[src/rtl/led_activity.sv]
// rtl/led_activity.sv - LED pulse stretcher: per-channel on-pulse, off-gap and one pending event
module led_activity #(
    parameter int LED_WIDTH     = 4,
    parameter int CLK_CNT_WIDTH = 24,
    parameter int HOLD_TICKS    = 3,
    parameter int GAP_TICKS     = 2
) (
    input  logic                     clk,
    input  logic                     rst_n,
    input  logic [CLK_CNT_WIDTH-1:0] div,
    input  logic [LED_WIDTH-1:0]     evt,
    output logic [LED_WIDTH-1:0]     led_out,
    output logic                     tick_out
);

    localparam logic [1:0] ST_IDLE = 2'd0;
    localparam logic [1:0] ST_ON   = 2'd1;
    localparam logic [1:0] ST_GAP  = 2'd2;

    localparam logic [7:0] HOLD_INIT = 8'(HOLD_TICKS);
    localparam logic [7:0] GAP_INIT  = 8'(GAP_TICKS);

    localparam logic [CLK_CNT_WIDTH:0] ONE_EXT = {{CLK_CNT_WIDTH{1'b0}}, 1'b1};

    logic [CLK_CNT_WIDTH-1:0] cnt;
    logic [CLK_CNT_WIDTH:0]   cnt_inc;
    logic [CLK_CNT_WIDTH:0]   period;
    logic                     tick_hit;

    // One extra bit on the compare so cnt+1 never wraps; a lowered div fires on the next edge.
    assign cnt_inc  = {1'b0, cnt} + ONE_EXT;
    assign period   = (div == '0) ? ONE_EXT : {1'b0, div};
    assign tick_hit = (cnt_inc >= period);

    always_ff @(posedge clk or negedge rst_n) begin
        if (!rst_n) begin
            cnt      <= '0;
            tick_out <= 1'b0;
        end else if (tick_hit) begin
            cnt      <= '0;
            tick_out <= 1'b1;
        end else begin
            cnt      <= cnt_inc[CLK_CNT_WIDTH-1:0];
            tick_out <= 1'b0;
        end
    end

    genvar gi;
    generate
        for (gi = 0; gi < LED_WIDTH; gi++) begin : g_ch
            logic [1:0] state;
            logic [1:0] state_nxt;
            logic [7:0] hc;
            logic [7:0] hc_nxt;
            logic       pend;
            logic       pend_nxt;
            logic       led_q;
            logic       expire;

            // The FSM sees the registered tick, i.e. the value present before this edge.
            assign expire = tick_out && (hc == 8'd1);

            always_comb begin
                state_nxt = state;
                hc_nxt    = hc;
                pend_nxt  = pend;
                case (state)
                    ST_IDLE: begin
                        if (evt[gi]) begin
                            state_nxt = ST_ON;
                            hc_nxt    = HOLD_INIT;
                            pend_nxt  = 1'b0;
                        end
                    end
                    ST_ON: begin
                        if (evt[gi]) begin
                            pend_nxt = 1'b1;
                        end
                        if (expire) begin
                            state_nxt = ST_GAP;
                            hc_nxt    = GAP_INIT;
                        end else if (tick_out) begin
                            hc_nxt = hc - 8'd1;
                        end
                    end
                    ST_GAP: begin
                        if (evt[gi]) begin
                            pend_nxt = 1'b1;
                        end
                        if (expire) begin
                            if (pend || evt[gi]) begin
                                state_nxt = ST_ON;
                                hc_nxt    = HOLD_INIT;
                                pend_nxt  = 1'b0;
                            end else begin
                                state_nxt = ST_IDLE;
                                hc_nxt    = 8'd0;
                            end
                        end else if (tick_out) begin
                            hc_nxt = hc - 8'd1;
                        end
                    end
                    default: begin
                        state_nxt = ST_IDLE;
                        hc_nxt    = 8'd0;
                        pend_nxt  = 1'b0;
                    end
                endcase
            end

            // LED is its own flop loaded from the next state, so the pin never sees decode glitches.
            always_ff @(posedge clk or negedge rst_n) begin
                if (!rst_n) begin
                    state <= ST_IDLE;
                    hc    <= 8'd0;
                    pend  <= 1'b0;
                    led_q <= 1'b0;
                end else begin
                    state <= state_nxt;
                    hc    <= hc_nxt;
                    pend  <= pend_nxt;
                    led_q <= (state_nxt == ST_ON);
                end
            end

            assign led_out[gi] = led_q;
        end
    endgenerate

endmodule

[config.mk]
export PLATFORM = sky130hd
export DESIGN_NAME = led_activity
export DESIGN_NICKNAME = d
export VERILOG_FILES = /design/src/rtl/led_activity.sv
export SDC_FILE = /design/constraint.sdc
export NUM_CORES = 1
export LEC_CHECK = 0
export CAP_MARGIN = 20
export CORE_MARGIN = 3
export CORE_UTILIZATION = 60
export CTS_BUF_LIST = sky130_fd_sc_hd__clkbuf_8 sky130_fd_sc_hd__clkbuf_16
export CTS_CLUSTER_DIAMETER = 100
export CTS_CLUSTER_SIZE = 14
export DETAILED_ROUTE_END_ITERATION = 7
export PLACE_DENSITY = 0.81
export SYNTH_ARGS = -nofsm -noshare
export SYNTH_HDL_FRONTEND = slang
export SYNTH_SLANG_ARGS = --single-unit
[constraint.sdc]
create_clock -name clk -period 3.4 [get_ports clk]
set_input_delay 0.68 -clock clk [delete_from_list [all_inputs] [get_ports clk]]
set_output_delay 0.68 -clock clk [all_outputs]
set_load 0.02 [all_outputs]
==> run_results.csv, run 1 <==
group,metric,value,unit
cells_and_area,fin_util,0.707,
flow_run,drv_cap,0,
sta,tns,0,ps
detailed_routing,postRouteAntennaNets,0,
logic_synthesis,async_flop_share,1.00,
critical_path,crit_fanout,9,
placement,placedCellCount,669,
cells_and_area,antenna_cells,0,
detailed_routing,drc,0,
sta,fmax,0.313,GHz
placement,io_buffer_count,34,
critical_path,path_class,"in2reg",
placement,dp_hpwl,7510,um
placement,pre_cts_ws,-48.7,ps
detailed_routing,routed_wl,9960,um
cells_and_area,fillers,598,
logic_synthesis,synth-seq-area-share,0.376,
sta,drv_slew,0,
power_and_ir_drop,p_leak,2.56,nW
detailed_routing,drt_iter0_markers,168,
floorplanning,die_y,96.0,um
critical_path,worstPathRequired,3650,ps
sta,period_share,0.941,
critical_path,critical-path-top-delay-family,"simple AND/OR/NAND/NOR gates",
floorplanning,fp.dieW,96.0,um
global_routing,use_met2,0.419,
cells_and_area,drive_above_1_share,0.0755,
critical_path,cp_cell_sequence,"clkdlybuf4s50_1 > nor4_1 > nand4_1 > o21bai_1 > ha_1 > nor2b_1 > o31ai_1 > a221oi_1 > o21ai_0 > o211ai_2 > buf_4 > nor3b_1",
sta,tightest_slew,902,ps
logic_synthesis,syn-num-nets,620,
placement,gp_congestion,0.878,
clock_tree,clk_path_buf_depth,2,
logic_synthesis,yosys_warnings,0,
logic_synthesis,synth_flop_cell,"dfrtp_1",
sta,relSlewSlack,0.399,
power_and_ir_drop,p_per_area,484,nW/um2
detailed_routing,routed_via_density,5.87,
clock_tree,hold_buffers,0,
floorplanning,ios,35,
clock_tree,cts_tree,"built",
critical_path,cp-end-kind,"flop",
logic_synthesis,synth_area_leaders,"dfrtp_1, ha_1, o21ai_0",
cells_and_area,area_delta_synth_final,13.7,%
sta,setup_ws,202,ps
logic_synthesis,yosysTopAreaCellShare,0.376,
logic_synthesis,synth.cell_area,4860,um2
sta,period_needed,3200,ps
clock_tree,htreeDepth,3,
floorplanning,core_area,7810,um2
critical_path,worstPathArrival,3450,ps
sta,final-setup-viol-count,0,
cells_and_area,nNetsFinal,658,
global_routing,antenna_found_initial,0,
detailed_routing,vias,4022,
clock_tree,clk_latency,350,ps
critical_path,cp.buffers_inverters,2,
global_routing,grt_max_degree,74,
global_routing,grt.busiest_layer,"met2",
clock_tree,clk_pin_slew,80,ps
clock_tree,clockRootBuffer,"clkbuf_8",
logic_synthesis,avgSynthCellArea,8.98,um2
cells_and_area,finalInstanceArea,5520,um2
floorplanning,initial_utilization,0.622,
global_routing,grtUsageMet3,0.0281,
clock_tree,cts.sink_count,73,
logic_synthesis,syn_inst,541,
critical_path,cp-start-kind,"primary input",
detailed_routing,wl_per_cell,14.5,um
clock_tree,numCtsBuffers,9,
run_status,status,"complete, no violations",
sta,rsz0062_at_grt,"no",
global_routing,grt_util_met1,0.302,
hold_path,hp-class,"in2async",
power_and_ir_drop,power,2.67,mW
logic_synthesis,synth_edf_count,0,
floorplanning,rows,32,
global_routing,grt_use_total,0.237,
logic_synthesis,synth_top_cell_by_area,"dfrtp_1",
critical_path,cp_slowest_stage_delay,560,ps
logic_synthesis,synth_seq_cells,73,
global_routing,grt_pass1_vias,3967,
cells_and_area,final_cells,685,
logic_synthesis,synth_cell_types,57,
sta,skew,7.07,ps
global_routing,overflow,0,
power_and_ir_drop,ir_worst_vdd,0.249,mV
global_routing,grt_pass1_wl,17300,um
detailed_routing,drtPass1Iterations,5,
sta,whs,443,ps
floorplanning,die-area,9210,um2
placement,placement.cell_area,5290,um2
sta,hold_viol,0,
critical_path,crit_path_top_delay_cell,"nor4_1",
-- per-layer routing --
layer,vias up,part of all wire
met1,1934,0.46
met2,84,0.50
li1,1989,-
met5,-,0
met3,15,0.034
met4,0,0.014
-- cells in the mapped netlist, drive strengths merged, types with 2 or more instances --
cell type	number
a21boi	2
a21o	3
a21oi	31
a221oi	3
a22o	3
a31oi	7
and2	4
and3	5
and4	2
buf	9
clkbuf	6
dfrtp	73
ha	49
inv	45
nand2	34
nand2b	5
nand3	20
nand3b	5
nand4	10
nor2	45
nor2b	10
nor3	16
nor3b	23
nor4	13
nor4b	2
o211ai	5
o21ai	45
o21bai	2
o31ai	7
o41ai	2
or2	5
or3	2
or4	4
xnor2	22
xor2	13
-- layout make-up --
cell class                      count  area [um2]  share of cell area
Multi-Input combinational cell    408        2790               0.506
Sequential cell                    73        1830               0.331
Timing Repair Buffer               42         398              0.0721
Inverter                           45         169              0.0306
Tap cell                          102         128              0.0231
Clock buffer                        9         124              0.0224
Clock inverter                      6        85.1              0.0154
-- registers in the layout, summed over array words and instances (netlist names) --
register / count
g_ch.state: 8
g_ch.led_q: 4
cnt: 24
tick_out: 1
g_ch.pend: 4
g_ch.hc: 32
-- layout by cell type (no fill, tap or decap), types with 10 or more instances in the layout --
cell and count:
dfrtp_1 73, ha_1 49, inv_1 46, nor2_1 44, o21ai_0 42, nand2_1 34, clkdlybuf4s50_1 33, a21oi_1 29
nor3b_1 23, xnor2_1 22, nand3_1 20, nor3_1 14, xor2_1 13, nor4_1 11, nand4_1 10
-- kinds of logic after synthesis --
kind of cell	count (synthesis)	synth area share
XOR/XNOR	35	0.0631
AND/OR/NAND/NOR	206	0.234
AO/OA/AOI/OAI	118	0.149
buffers and inverters	60	0.0515
flip-flops	73	0.376
adder cells (fa/ha/maj)	49	0.126
-- worst paths after layout --
kind	from	to	slack (ps)	cells past startpoint
worst min-delay path	rst_n	g_ch[1].hc[1]	440	1
worst max register to register	cnt[0]	tick_out	250	13
worst min register to register	g_ch[2].hc[7]	g_ch[2].hc[7]	500	1
worst max-delay path	div[0]	cnt[8]	200	12
max in group asynchronous	rst_n	cnt[2]	2360	1
min in group clk	g_ch[2].hc[7]	g_ch[2].hc[7]	500	1
-- repair_timing --
item | in CTS | in global routing
setup endpoints to repair | 0 | 25
buffers inserted | 0 | 1
resized for setup | 0 | 2
endpoints found under the hold margin | 0 | 0
-- power by group --
group          internal, mW  switching (mW)
clock network         0.406           0.326
logic                 0.369           0.488
registers             0.983          0.0971
total                  1.76           0.911
Power figures use the tool's default switching activity.
==> inputs of run 2 (changes only) <==
==> config.mk (replaced) <==
export PLATFORM = sky130hd
export DESIGN_NAME = led_activity
export DESIGN_NICKNAME = d
export VERILOG_FILES = /design/src/rtl/led_activity.sv
export SDC_FILE = /design/constraint.sdc
export NUM_CORES = 1
export LEC_CHECK = 0
export CAP_MARGIN = 5
export CELL_PAD_IN_SITES_DETAIL_PLACEMENT = 0
export CELL_PAD_IN_SITES_GLOBAL_PLACEMENT = 1
export CORE_MARGIN = 3
export CORE_UTILIZATION = 46
export CTS_BUF_LIST = sky130_fd_sc_hd__clkbuf_8 sky130_fd_sc_hd__clkbuf_16
export CTS_CLUSTER_DIAMETER = 100
export CTS_CLUSTER_SIZE = 30
export DETAILED_ROUTE_END_ITERATION = 7
export PLACE_DENSITY_LB_ADDON = 0.1
export SYNTH_ARGS = -nofsm -noshare
export SYNTH_HDL_FRONTEND = slang
export SYNTH_SLANG_ARGS = --single-unit
==> run 2 against run 1 <==
Net effect: sequential power about the same; clock skew increased by 4.5 ps; non-clock buffer count increased by 4; count of clock-buffer cells in the layout increased by 2; hold slack improved by 12 ps.
==> run_results.csv, run 2 (synthesis gave the netlist of run 1 again) <==
group,metric,value,unit
placement,pre_cts_ws,-5.05,ps
clock_tree,post_cts_resized,0,
critical_path,r2r-start,"cnt[1]",
clock_tree,clk_pin_slew,80,ps
power_and_ir_drop,ir_worst_vdd,0.283,mV
floorplanning,die-area,11800,um2
floorplanning,rows,36,
placement,placement.cell_area,5360,um2
clock_tree,numCtsBuffers,9,
placement,dp_hpwl,7450,um
detailed_routing,drc,0,
cells_and_area,reg_top3,"g_ch.hc: 32 flops, cnt: 24 flops, g_ch.state: 8 flops",
critical_path,crit_fanout,8,
cells_and_area,drive_above_1_share,0.0799,
cells_and_area,multi_input_area,2780,um2
global_routing,grt_pass1_vias,3887,
cells_and_area,finalInstanceArea,5580,um2
floorplanning,fp.dieW,109,um
critical_path,path_class,"reg2reg",
cells_and_area,final_common_cell,"dfrtp_1",
detailed_routing,wl_met3,327,um
sta,final-setup-viol-count,0,
cells_and_area,largest-register,"g_ch.hc",
global_routing,grt_use_total,0.183,
floorplanning,ios,35,
critical_path,path_depth,13,
flow_run,drv_cap,0,
critical_path,cp_cell_sequence,"ha_1 > nand2_1 > nor3_2 > nand4_1 > nor2_1 > xor2_1 > ha_1 > nand4_1 > nor4_1 > o21ai_0 > o211ai_2 > buf_4 > nor3b_1",
global_routing,grt_max_degree,74,
detailed_routing,routed_wl,10100,um
clock_tree,clk_path_buf_depth,2,
floorplanning,die_y,109,um
detailed_routing,drt_iter0_markers,175,
sta,tightest_slew,931,ps
clock_tree,hold_buffers,0,
placement,io_buffer_count,34,
cells_and_area,largest_reg_flops,32,
sta,fmax,0.322,GHz
sta,hold_viol,0,
critical_path,worstPathRequired,3600,ps
clock_tree,clockRootBuffer,"clkbuf_8",
critical_path,critical-path-top-delay-family,"simple AND/OR/NAND/NOR gates",
detailed_routing,drtPass1Iterations,5,
clock_tree,htreeDepth,3,
cells_and_area,area_delta_synth_final,14.8,%
critical_path,crit_path_top_delay_cell,"dfrtp_1",
detailed_routing,routed.top_layer,"met4",
critical_path,cp-end-kind,"flop",
power_and_ir_drop,p_per_area,476,nW/um2
hold_path,hp-class,"in2async",
critical_path,ff2ff_path_depth,13,
detailed_routing,wl_met2,4840,um
critical_path,cp-start-kind,"flop",
sta,period_needed,3110,ps
critical_path,cp_slowest_stage_delay,400,ps
clock_tree,cts_post_setup_buffers_inserted,0,
cells_and_area,fin_util,0.558,
power_and_ir_drop,p_leak,2.58,nW
sta,period_share,0.914,
detailed_routing,wl_per_cell,14.0,um
detailed_routing,vias,3977,
detailed_routing,postRouteAntennaNets,0,
clock_tree,cts_tree,"built",
sta,tns,0,ps
sta,relSlewSlack,0.379,
critical_path,cp.buffers_inverters,1,
sta,setup_ws,292,ps
clock_tree,clk_latency,350,ps
cells_and_area,layout_common_cells,"dfrtp_1, ha_1, inv_1",
cells_and_area,antenna_cells,0,
sta,whs,455,ps
sta,rsz0062_at_grt,"no",
run_status,status,"complete, no violations",
critical_path,worstPathArrival,3310,ps
cells_and_area,fillers,950,
critical_path,rrSetupSlack,290,ps
sta,drv_slew,0,
clock_tree,cts.sink_count,73,
cells_and_area,final-seq-area,1830,um2
cells_and_area,nNetsFinal,662,
detailed_routing,routed_via_density,5.52,
global_routing,antenna_found_initial,0,
placement,gp_congestion,0.831,
sta,skew,11.6,ps
detailed_routing,wirelength_met1,4880,um
global_routing,grt_pass1_wl,17600,um
critical_path,reg2reg_to,"cnt[2]",
floorplanning,core_area,10000,um2
global_routing,overflow,0,
floorplanning,initial_utilization,0.486,
-- run 2: cell types whose count changed in the layout (fill, tap and decap cells not counted), sizes merged --
| cell | change |
|---|---|
| buf | +4 |
| bufinv | -1 |
| clkbuf | +2 |
-- run 2: how the worst max path moves through the flow --
stage            start      end
2_1_floorplan   cnt[0]  cnt[10]
3_3_place_gp   div[12]  cnt[12]
3_5_place_dp   div[12]  cnt[10]
4_1_cts         cnt[1]  cnt[10]
5_1_grt         cnt[1]  cnt[22]
6_report        cnt[1]   cnt[2]
-- run 2: final cells by class --
cell class,instances,share of cell area
multi-input cells,408,0.499
repair buffers,46,0.0767
flip-flops and latches,73,0.328
well taps,133,0.0298
inverters,45,0.0303
clock inverters,5,0.00987
clock buffers,11,0.0271
-- run 2: where the power goes --
| group | total [mW] | internal (mW) | switching [mW] |
|---|---|---|---|
| sequential | 1.08 | 0.983 | 0.0955 |
| combinational | 0.870 | 0.373 | 0.497 |
| clock | 0.707 | 0.377 | 0.330 |
-- run 2: per-stage QoR --
stage	total power [mW]	cells
global route	2.86	721
floorplan	1.72	541
detailed placement	1.96	703
finish	2.66	721
CTS	2.68	719
global placement	1.93	703
-- run 2: worst reg2reg max path, cell delays in order, from the launching register on --
cell and delay, ps:
dfrtp_1 400, ha_1 240, nand2_1 100, nor3_2 180, nand4_1 280, nor2_1 200
xor2_1 240, ha_1 220, nand4_1 150, nor4_1 370, o21ai_0 190, o211ai_2 140
buf_4 200, nor3b_1 60
-- run 2: metal layers --
layer  GRT usage  vias up
met1       0.247     1909
met5           0        -
met2       0.299       60
met3      0.0337        6
li1            -     2002
met4      0.0577        0
